## config.mk

```make
export PLATFORM = sky130hd
export DESIGN_NAME = inc_dec_executor
export DESIGN_NICKNAME = d
export VERILOG_FILES = /design/src/rtl/inc_dec_executor.sv
export SDC_FILE = /design/constraint.sdc
export NUM_CORES = 1
export LEC_CHECK = 0
export ABC_AREA = 1
export BUFFER_PORTS_ARGS = -buffer_cell sky130_fd_sc_hd__buf_2
export CORE_ASPECT_RATIO = 0.8
export CORE_MARGIN = 2
export CORE_UTILIZATION = 49
export DETAILED_ROUTE_END_ITERATION = 8
export GPL_ROUTABILITY_DRIVEN = 0
export PLACE_DENSITY = 0.77
export SLEW_MARGIN = 10
export SYNTH_ARGS = -nofsm -noshare
export SYNTH_HDL_FRONTEND = slang
export SYNTH_SLANG_ARGS = --single-unit
```

## constraint.sdc

```tcl
create_clock -name i_Clk -period 2.5 [get_ports i_Clk]
set_input_delay 0.375 -clock i_Clk [delete_from_list [all_inputs] [get_ports i_Clk]]
set_output_delay 0.375 -clock i_Clk [all_outputs]
set_load 0.03 [all_outputs]
```

## src/rtl/inc_dec_executor.sv

```systemverilog
// inc_dec_executor
// Executes one 8-bit INC/DEC instruction per i_Start request. Register forms
// finish in a single execute cycle; the (HL) form performs a read-modify-write
// on the memory port, stalling on i_Mem_Ready. Opcodes that are not INC/DEC
// produce a one-cycle o_Illegal pulse with no side effects.
//
// Ports:
//   i_Clk, i_Reset_n         clock, asynchronous active-low reset
//   i_Start, i_Opcode        request and instruction byte (sampled in IDLE)
//   i_F, i_HL                current flags {Z,N,H,C} and HL address
//   o_Reg_Sel, i_Reg_Data    register read (combinational from o_Reg_Sel)
//   o_Reg_We, o_Reg_Wdata    register write-back
//   o_Mem_*, i_Mem_*         memory read/write, i_Mem_Ready completes an access
//   o_F, o_F_We              flag write-back
//   o_Busy, o_Done, o_Illegal  status; o_Done/o_Illegal are one-cycle pulses
module inc_dec_executor (
  input  logic        i_Clk,
  input  logic        i_Reset_n,
  input  logic        i_Start,
  input  logic [7:0]  i_Opcode,
  input  logic [3:0]  i_F,
  input  logic [15:0] i_HL,
  output logic [2:0]  o_Reg_Sel,
  input  logic [7:0]  i_Reg_Data,
  output logic        o_Reg_We,
  output logic [7:0]  o_Reg_Wdata,
  output logic [15:0] o_Mem_Addr,
  output logic        o_Mem_Rd,
  output logic        o_Mem_Wr,
  output logic [7:0]  o_Mem_Wdata,
  input  logic [7:0]  i_Mem_Rdata,
  input  logic        i_Mem_Ready,
  output logic [3:0]  o_F,
  output logic        o_F_We,
  output logic        o_Busy,
  output logic        o_Done,
  output logic        o_Illegal
);

  typedef enum logic [2:0] {
    ST_IDLE      = 3'd0,
    ST_REG_EXEC  = 3'd1,
    ST_MEM_READ  = 3'd2,
    ST_MEM_WRITE = 3'd3,
    ST_ILLEGAL   = 3'd4
  } state_t;

  state_t      state_r;
  state_t      state_nxt_s;
  logic [7:0]  opcode_r;
  logic [15:0] addr_r;
  logic [7:0]  data_r;

  // Only the register field and the INC/DEC bit are needed after decode, and
  // only the carry of the incoming flags survives an INC/DEC.
  logic [3:0] opcode_unused_s;
  logic [2:0] flags_unused_s;
  assign opcode_unused_s = {opcode_r[7:6], opcode_r[2:1]};
  assign flags_unused_s  = i_F[3:1];

  // INC r / DEC r family: 00 rrr 10d
  function automatic logic is_inc_dec(input logic [7:0] op);
    return (op[7:6] == 2'b00) && (op[2:1] == 2'b10);
  endfunction

  function automatic logic [7:0] alu_result(input logic [7:0] x, input logic dec);
    return dec ? (x - 8'd1) : (x + 8'd1);
  endfunction

  // Flags {Z,N,H,C}; H flags the low-nibble borrow/carry, C passes through.
  function automatic logic [3:0] alu_flags(input logic [7:0] x, input logic dec,
                                           input logic c_in);
    logic [7:0] res;
    logic       half;
    res  = alu_result(x, dec);
    half = dec ? (x[3:0] == 4'h0) : (x[3:0] == 4'hF);
    return {(res == 8'h00), dec, half, c_in};
  endfunction

  // State register.
  always_ff @(posedge i_Clk or negedge i_Reset_n) begin
    if (!i_Reset_n) begin
      state_r <= ST_IDLE;
    end else begin
      state_r <= state_nxt_s;
    end
  end

  // Opcode/address latch at start, memory byte capture on read completion.
  always_ff @(posedge i_Clk or negedge i_Reset_n) begin
    if (!i_Reset_n) begin
      opcode_r <= 8'h00;
      addr_r   <= 16'h0000;
      data_r   <= 8'h00;
    end else begin
      if ((state_r == ST_IDLE) && i_Start) begin
        opcode_r <= i_Opcode;
        addr_r   <= i_HL;
      end
      if ((state_r == ST_MEM_READ) && i_Mem_Ready) begin
        data_r <= i_Mem_Rdata;
      end
    end
  end

  // Next-state logic.
  always_comb begin
    state_nxt_s = state_r;
    case (state_r)
      ST_IDLE: begin
        if (!i_Start) begin
          state_nxt_s = ST_IDLE;
        end else if (!is_inc_dec(i_Opcode)) begin
          state_nxt_s = ST_ILLEGAL;
        end else if (i_Opcode[5:3] == 3'd6) begin
          state_nxt_s = ST_MEM_READ;
        end else begin
          state_nxt_s = ST_REG_EXEC;
        end
      end
      ST_REG_EXEC:  state_nxt_s = ST_IDLE;
      ST_ILLEGAL:   state_nxt_s = ST_IDLE;
      ST_MEM_READ:  state_nxt_s = i_Mem_Ready ? ST_MEM_WRITE : ST_MEM_READ;
      ST_MEM_WRITE: state_nxt_s = i_Mem_Ready ? ST_IDLE : ST_MEM_WRITE;
      default:      state_nxt_s = ST_IDLE;
    endcase
  end

  // Outputs: decoded from state; data paths are combinational so the register
  // read and i_F of the write-back cycle feed the result directly.
  always_comb begin
    o_Reg_Sel   = 3'd0;
    o_Reg_We    = 1'b0;
    o_Reg_Wdata = 8'h00;
    o_Mem_Addr  = 16'h0000;
    o_Mem_Rd    = 1'b0;
    o_Mem_Wr    = 1'b0;
    o_Mem_Wdata = 8'h00;
    o_F         = 4'h0;
    o_F_We      = 1'b0;
    o_Busy      = 1'b0;
    o_Done      = 1'b0;
    o_Illegal   = 1'b0;
    case (state_r)
      ST_IDLE: begin
        o_Busy = 1'b0;
      end
      ST_REG_EXEC: begin
        o_Busy      = 1'b1;
        o_Reg_Sel   = opcode_r[5:3];
        o_Reg_We    = 1'b1;
        o_Reg_Wdata = alu_result(i_Reg_Data, opcode_r[0]);
        o_F_We      = 1'b1;
        o_F         = alu_flags(i_Reg_Data, opcode_r[0], i_F[0]);
        o_Done      = 1'b1;
      end
      ST_MEM_READ: begin
        o_Busy     = 1'b1;
        o_Mem_Addr = addr_r;
        o_Mem_Rd   = 1'b1;
      end
      ST_MEM_WRITE: begin
        o_Busy      = 1'b1;
        o_Mem_Addr  = addr_r;
        o_Mem_Wr    = 1'b1;
        o_Mem_Wdata = alu_result(data_r, opcode_r[0]);
        if (i_Mem_Ready) begin
          o_F_We = 1'b1;
          o_F    = alu_flags(data_r, opcode_r[0], i_F[0]);
          o_Done = 1'b1;
        end else begin
          o_F_We = 1'b0;
          o_F    = 4'h0;
          o_Done = 1'b0;
        end
      end
      ST_ILLEGAL: begin
        o_Busy    = 1'b1;
        o_Illegal = 1'b1;
        o_Done    = 1'b1;
      end
      default: begin
        o_Busy = 1'b0;
      end
    endcase
  end

endmodule

```

Word-level counts from Yosys, hierarchy flattened
Cells that the tools add are included.
{ "op_classes": {"add_sub_neg": 4, "reduce_logical": 12, "n_eq_ne": 8, "n_mux": 24} }
{ "op_table": {"columns": ["operator", "n"], "rows": [
  ["8-bit two-way mux", 4],
  ["8-bit by 1-bit adder with 8-bit output, second input constant", 2],
  ["8-bit zero test", 2],
  ["16-bit two-way mux", 1],
  ["8-bit by 1-bit subtractor with 8-bit output, second input constant", 2],
  ["1-bit two-way mux", 9],
  ["3-bit two-way mux", 3],
  ["3-bit case mux with 3 select lines", 1],
  ["4-bit equality test, second input constant", 2],
  ["4-bit zero test", 2],
  ["4-bit case mux with 2 select lines", 1],
  ["3-bit by 2-bit equality test with 1-bit output, second input constant", 2],
  ["3-bit equality test, second input constant", 2],
  ["2-bit two-way mux", 2],
  ["4-bit two-way mux", 1],
  ["1-bit case mux with 2 select lines", 2],
  ["2-bit OR reduction", 2],
  ["4-bit OR reduction", 1],
  ["3-bit by 1-bit equality test with 1-bit output, second input constant", 1],
  ["1-bit logical AND", 3],
  ["3-bit zero test", 1],
  ["2-bit equality test, second input constant", 1],
  ["2-bit zero test", 1]
]} }
{ "word_totals": {"regBits": 33, "wordCells": 52, "inputBits": 48} }

Depth between registers and ports, before layout
{ "depth": {"word_depth": 5, "ltp_mapped": 12, "ltp_nobuf": 12} }

Least setup slack after synthesis
No wires, ideal clock.
{ "synth_timing": {"path_type": "flip-flop to output port", "start": "register opcode_r[0]", "end": "output port o_Reg_Wdata[7]", "n_path_buf": 0, "required_ps": 2125, "path_stages_with_launch": 9, "path_slack_ps": 162, "t_arrival_ps": 1963, "cell_sequence": "dfrtp_1 -> ha_1 -> nand2_1 -> nand2_1 -> inv_1 -> nand2_1 -> nand2_1 -> nand3b_1 -> a21oi_1"} }
{ "synth_via": {"elab_chain_cells": 2} }
{ "synth_rtl": {"columns": ["element", "line_no", "source"], "rows": [
  ["start, declared", "50", "logic [7:0] opcode_r;"],
  ["start signal, assigned", "97", "opcode_r <= i_Opcode;"],
  ["8-bit two-way mux", "67", "return dec ? (x - 8'd1) : (x + 8'd1);"],
  ["8-bit two-way mux", "144", "case (state_r)"],
  ["end, declared", "26", "output logic [7:0] o_Reg_Wdata,"]
]} }
Every way passes these cells.

Final worst setup path
{ "layout_timing": {"start": "register opcode_r[0]", "end": "output port o_F[3]"} }
{ "layout_via": {"elab_chain_cells": 4} }
{ "layout_rtl": {"columns": ["element", "line_no", "source"], "rows": [
  ["8-bit two-way mux", "67", null],
  ["8-bit zero test", "77", "return {(res == 8'h00), dec, half, c_in};"],
  ["4-bit two-way mux", "167", "if (i_Mem_Ready) begin"],
  ["4-bit case mux with 2 select lines (*)", "144", null],
  ["end, declared", "33", "output logic [3:0] o_F,"]
]} }
Mark *: on every way between the ends. The rest lies on a longest branch, timed or not.

==> impl.org <==
** Critical path
- Data on the critical path is required at its endpoint by 2.12 ns.
- CP startpoint kind :: register
- The critical path in this run is classified as reg -> out.
- Of all nets on the critical path, the largest fanout is 11.
- At the worst endpoint, the arrival time is 2.02 ns.
- Worst Setup End Kind :: output pin

** Synth
- Area share of xor/xnor cells in the synthesized design :: 1.14%
- Yosys instantiated no cell more often than sky130_fd_sc_hd__nand2_1.
- Proportion of netlist area held by the largest area contributor :: 33.7%
- Basic-gate share of the synthesized area counting and, or, nand and nor cells :: 32.7%
- For this run, the leading register cell type out of synthesis is sky130_fd_sc_hd__dfrtp_1.
- For this run, asynchronously set or reset flops after synthesis account for 100%.
- Synth top area cells :: sky130_fd_sc_hd__dfrtp_1 (34%), sky130_fd_sc_hd__nand2_1 (15%), sky130_fd_sc_hd__inv_1 (9.8%)
- After synthesis, the most frequently instantiated cells are sky130_fd_sc_hd__nand2_1 (93), sky130_fd_sc_hd__inv_1 (60), sky130_fd_sc_hd__nor2_1 (48), sky130_fd_sc_hd__dfrtp_1 (31), sky130_fd_sc_hd__o21ai_0 (22).
- Summing the areas of all fa, ha and maj instances in the mapped netlist gives 9.36% of the synthesized area.
- The number of nets in the synthesized netlist is 402.
- The synthesized design contains 0 enable-type register cells.
- Yosys printed 0 warnings.
- Compound-gate portion of the synthesized area :: 7.83%
- The portion of synthesized area spent on multiplexers is 3.92%.
- Most area-hungry cell type in the Yosys netlist :: sky130_fd_sc_hd__dfrtp_1
- Post-synthesis sequential area ratio :: 33.7%
- Summing every instance area after synthesis gives 2300 sq um.
- Flip-flop and latch count after synthesis :: 31
- By area, the combinational part of the netlist is dominated by simple AND/OR/NAND/NOR gates.
- Synthesized instance count :: 338
- Distinct cells, synth :: 27
- The average instance in the mapped netlist occupies 6.80 sq um.

** Pwr
- Combinational cells account for 47.0% of the total power.
- Cell internal power was estimated by the tool at 0.00117 W.
- P per Cell Area :: 608 nW/um^2
- Flop pwr share :: 34.5%
- The clock network is responsible for 18.5% of the overall power.
- Power comes to 0.00189 W.
- The worst-case IR drop observed on VDD is 438 uV.
- The analysis attributes to cell leakage a power of 1.79 nW.
- Proportion of total power due to net switching :: 38.3%
- Total net switching power :: 0.000723 W

** Finish
- Cell area after layout :: 3110 sq um
- After filler insertion, the fill cell instance count of the layout stands at 400.
- Fraction of final layout cells sized beyond drive strength 1 :: 31.6%
- 0 antenna diodes ended up in the layout.
- Fin nets :: 499
- Layout overhead on the synthesized area :: 35.1%

** Drt
- The first TritonRoute pass finished after 5 iterations.
- Via/cell ratio :: 4.78
- Via total after detailed routing :: 2362
- For this block, the initial DRC count from the detailed router was 95.
- In the final routed layout, each cell accounts on average for 11.4 um.
- After detailed routing, the number of remaining DRC violations is 0.
- Detailed-route wire length :: 5.64 mm
- Number of nets still failing antenna checks after routing :: 0

** Timing
- Setup total negative slack on the finished layout was measured at 0 ns.
- Measured against its own limit, the worst slew margin works out to 55.7%.
- The routed design could run at a clock period as short as 2.40 ns.
- Setup repair after global routing could not meet its margin everywhere.
- Number of hold-slack violations in the final timing report :: 0
- Least-Margin Pin Slew :: 0.665 ns
- Min Hold Slack :: 0.128 ns
- Setup violation total in the final timing report :: 0
- Pins Over Slew Limit :: 0
- Fin Clk Skew :: 0.00230 ns
- The worst path uses 95.8% of the clock period.
- Setup slack after layout :: 0.105 ns
- Fmax :: 0.417 GHz

** GRT
- Global-route usage over all layers :: 21.7%
- Number of antenna violations at the first check in global routing :: 0
- Wire length of the first global-routing pass :: 8.98 mm
- The via count of the first global-routing pass was 2116.
- After global routing the overflow that remains totals 0.
- Entering global routing, the biggest net connects 41 pins.

** Hold path
- The worst hold path belongs to the class in -> async.

** Die
- Die span in x :: 80.6 um
- 94 I/O pins were placed.
- After floorplanning, the core was sized to cover 4540 sq um.
- The die covers 5260 sq um.
- Placement Rows :: 22
- Chip height :: 65.3 um
- Initial Util :: 50.6%

** Status
- Outcome :: finished, final reports clean

** Clocking
- Counting the buffers created by CTS gives 5.
- CTS HTree Levels :: 2
- Cell at the root of the clock tree :: sky130_fd_sc_hd__clkbuf_8
- Clock insertion delay at the later pin of the skew report :: 0.28 ns
- The number of hold buffers added after CTS was 0.
- The clock passes through at most 2 buffers.
- TritonCTS built the clock tree.
- TritonCTS sink count :: 31
- Clk pin slew, worst setup/hold paths :: 0.06 ns

** Job
- Max-cap violations in this run came to 0.

** Place
- Once detailed placement completed, the half-perimeter wirelength came to 4.14 mm.
- Number of buffer cells added on primary ports :: 90
- Placed inst area :: 2840 sq um
- Placement-stage worst setup slack :: 0.269 ns
critical path, stage by stage, from the launching register on:
cell                      delay (ns)
sky130_fd_sc_hd__dfrtp_1        0.40
sky130_fd_sc_hd__buf_8          0.18
sky130_fd_sc_hd__fa_2           0.41
sky130_fd_sc_hd__nor2_2         0.13
sky130_fd_sc_hd__o21ai_0        0.09
sky130_fd_sc_hd__nor2_1         0.10
sky130_fd_sc_hd__nand3_1        0.08
sky130_fd_sc_hd__nor2_1         0.08
sky130_fd_sc_hd__nand2_1        0.06
sky130_fd_sc_hd__nand2_1        0.08
sky130_fd_sc_hd__buf_6          0.13
layout by cell type (no fill, tap or decap), types with 3 or more instances in the layout:
| master | netlist | final |
|---|---|---|
| sky130_fd_sc_hd__nand2_1 | 93 | 91 |
| sky130_fd_sc_hd__nor2_1 | 48 | 47 |
| sky130_fd_sc_hd__ha_4 | 0 | 12 |
| sky130_fd_sc_hd__clkbuf_8 | 0 | 5 |
| sky130_fd_sc_hd__nand4_1 | 6 | 6 |
| sky130_fd_sc_hd__nand3b_1 | 4 | 4 |
| sky130_fd_sc_hd__a21oi_2 | 0 | 3 |
| sky130_fd_sc_hd__buf_4 | 0 | 4 |
| sky130_fd_sc_hd__buf_2 | 3 | 89 |
| sky130_fd_sc_hd__o21ai_0 | 22 | 22 |
| sky130_fd_sc_hd__nand3_1 | 17 | 17 |
| sky130_fd_sc_hd__inv_2 | 2 | 3 |
| sky130_fd_sc_hd__a21oi_1 | 10 | 7 |
| sky130_fd_sc_hd__nand2_2 | 1 | 3 |
| sky130_fd_sc_hd__inv_1 | 60 | 59 |
| sky130_fd_sc_hd__mux2_2 | 8 | 8 |
| sky130_fd_sc_hd__nor4_1 | 3 | 3 |
| sky130_fd_sc_hd__dfrtp_1 | 31 | 31 |
area by class of cell:
class / count / area (sq um) / area share [%]
Clock buffer: 6 / 72.6 / 2.34
Sequential cell: 31 / 776 / 25.0
Inverter: 62 / 233 / 7.49
Tap cell: 60 / 75.1 / 2.42
Timing Repair Buffer: 96 / 513 / 16.5
Multi-Input combinational cell: 239 / 1440 / 46.3
power groups by stage:
stage	clock, W	sequential, W	combinational, W
2_1_floorplan	0	0.000651	0.000542
5_1_grt	0.000380	0.000665	0.00101
3_3_place_gp	0	0.000643	0.000725
3_5_place_dp	0	0.000646	0.000742
4_1_cts	0.000355	0.000647	0.000785
6_report	0.000349	0.000652	0.000888
cell families after synthesis:
| logic type | after synthesis |
|---|---|
| buf+inv | 68 |
| mux | 8 |
| fa+ha+maj | 16 |
| xor+xnor | 3 |
| simple gates | 177 |
| flops | 31 |
| compound gates | 35 |
path summary, 6_finish.rpt:
kind,cells after the start,end,start,slack [ns]
max reg2reg,5,state_r[0],state_r[0],0.98
min,1,addr_r[4],i_Reset_n,0.13
min reg2reg,2,opcode_r[3],opcode_r[3],0.49
min in group i_Clk,3,addr_r[5],i_HL[5],0.30
max in group asynchronous,1,addr_r[13],i_Reset_n,1.94
max,10,o_F[3],opcode_r[0],0.10
layer usage:
layer  vias to the layer above  global-route usage (%)  share of wire (%)
met5                         -                       0                  0
met4                         0                    5.72               0.60
met3                         4                    4.53                5.7
met2                        58                    38.0                 49
met1                      1053                    27.2                 45
li1                       1247                       -                  -
stage by stage:
step | util (%) | std cells
6_report | 68.4 | 494
3_3_place_gp | 62.4 | 487
4_1_cts | 65.2 | 493
2_1_floorplan | - | 338
5_1_grt | 68.4 | 494
3_5_place_dp | 62.4 | 487
repair_timing:
action / 4_1_cts / 5_1_grt
cloned: 0 / 0
gates resized for setup: 6 / 23
hold endpoints to repair: 0 / 0
setup endpoints to repair: 1 / 4
buffers inserted: 0 / 1
pin swaps: 0 / 5
state kept, by name (all words and copies together), names as in the netlist:
register  flops
addr_r       16
data_r        8
opcode_r      4
state_r       3
No activity file was read; power rests on OpenSTA's default activity.
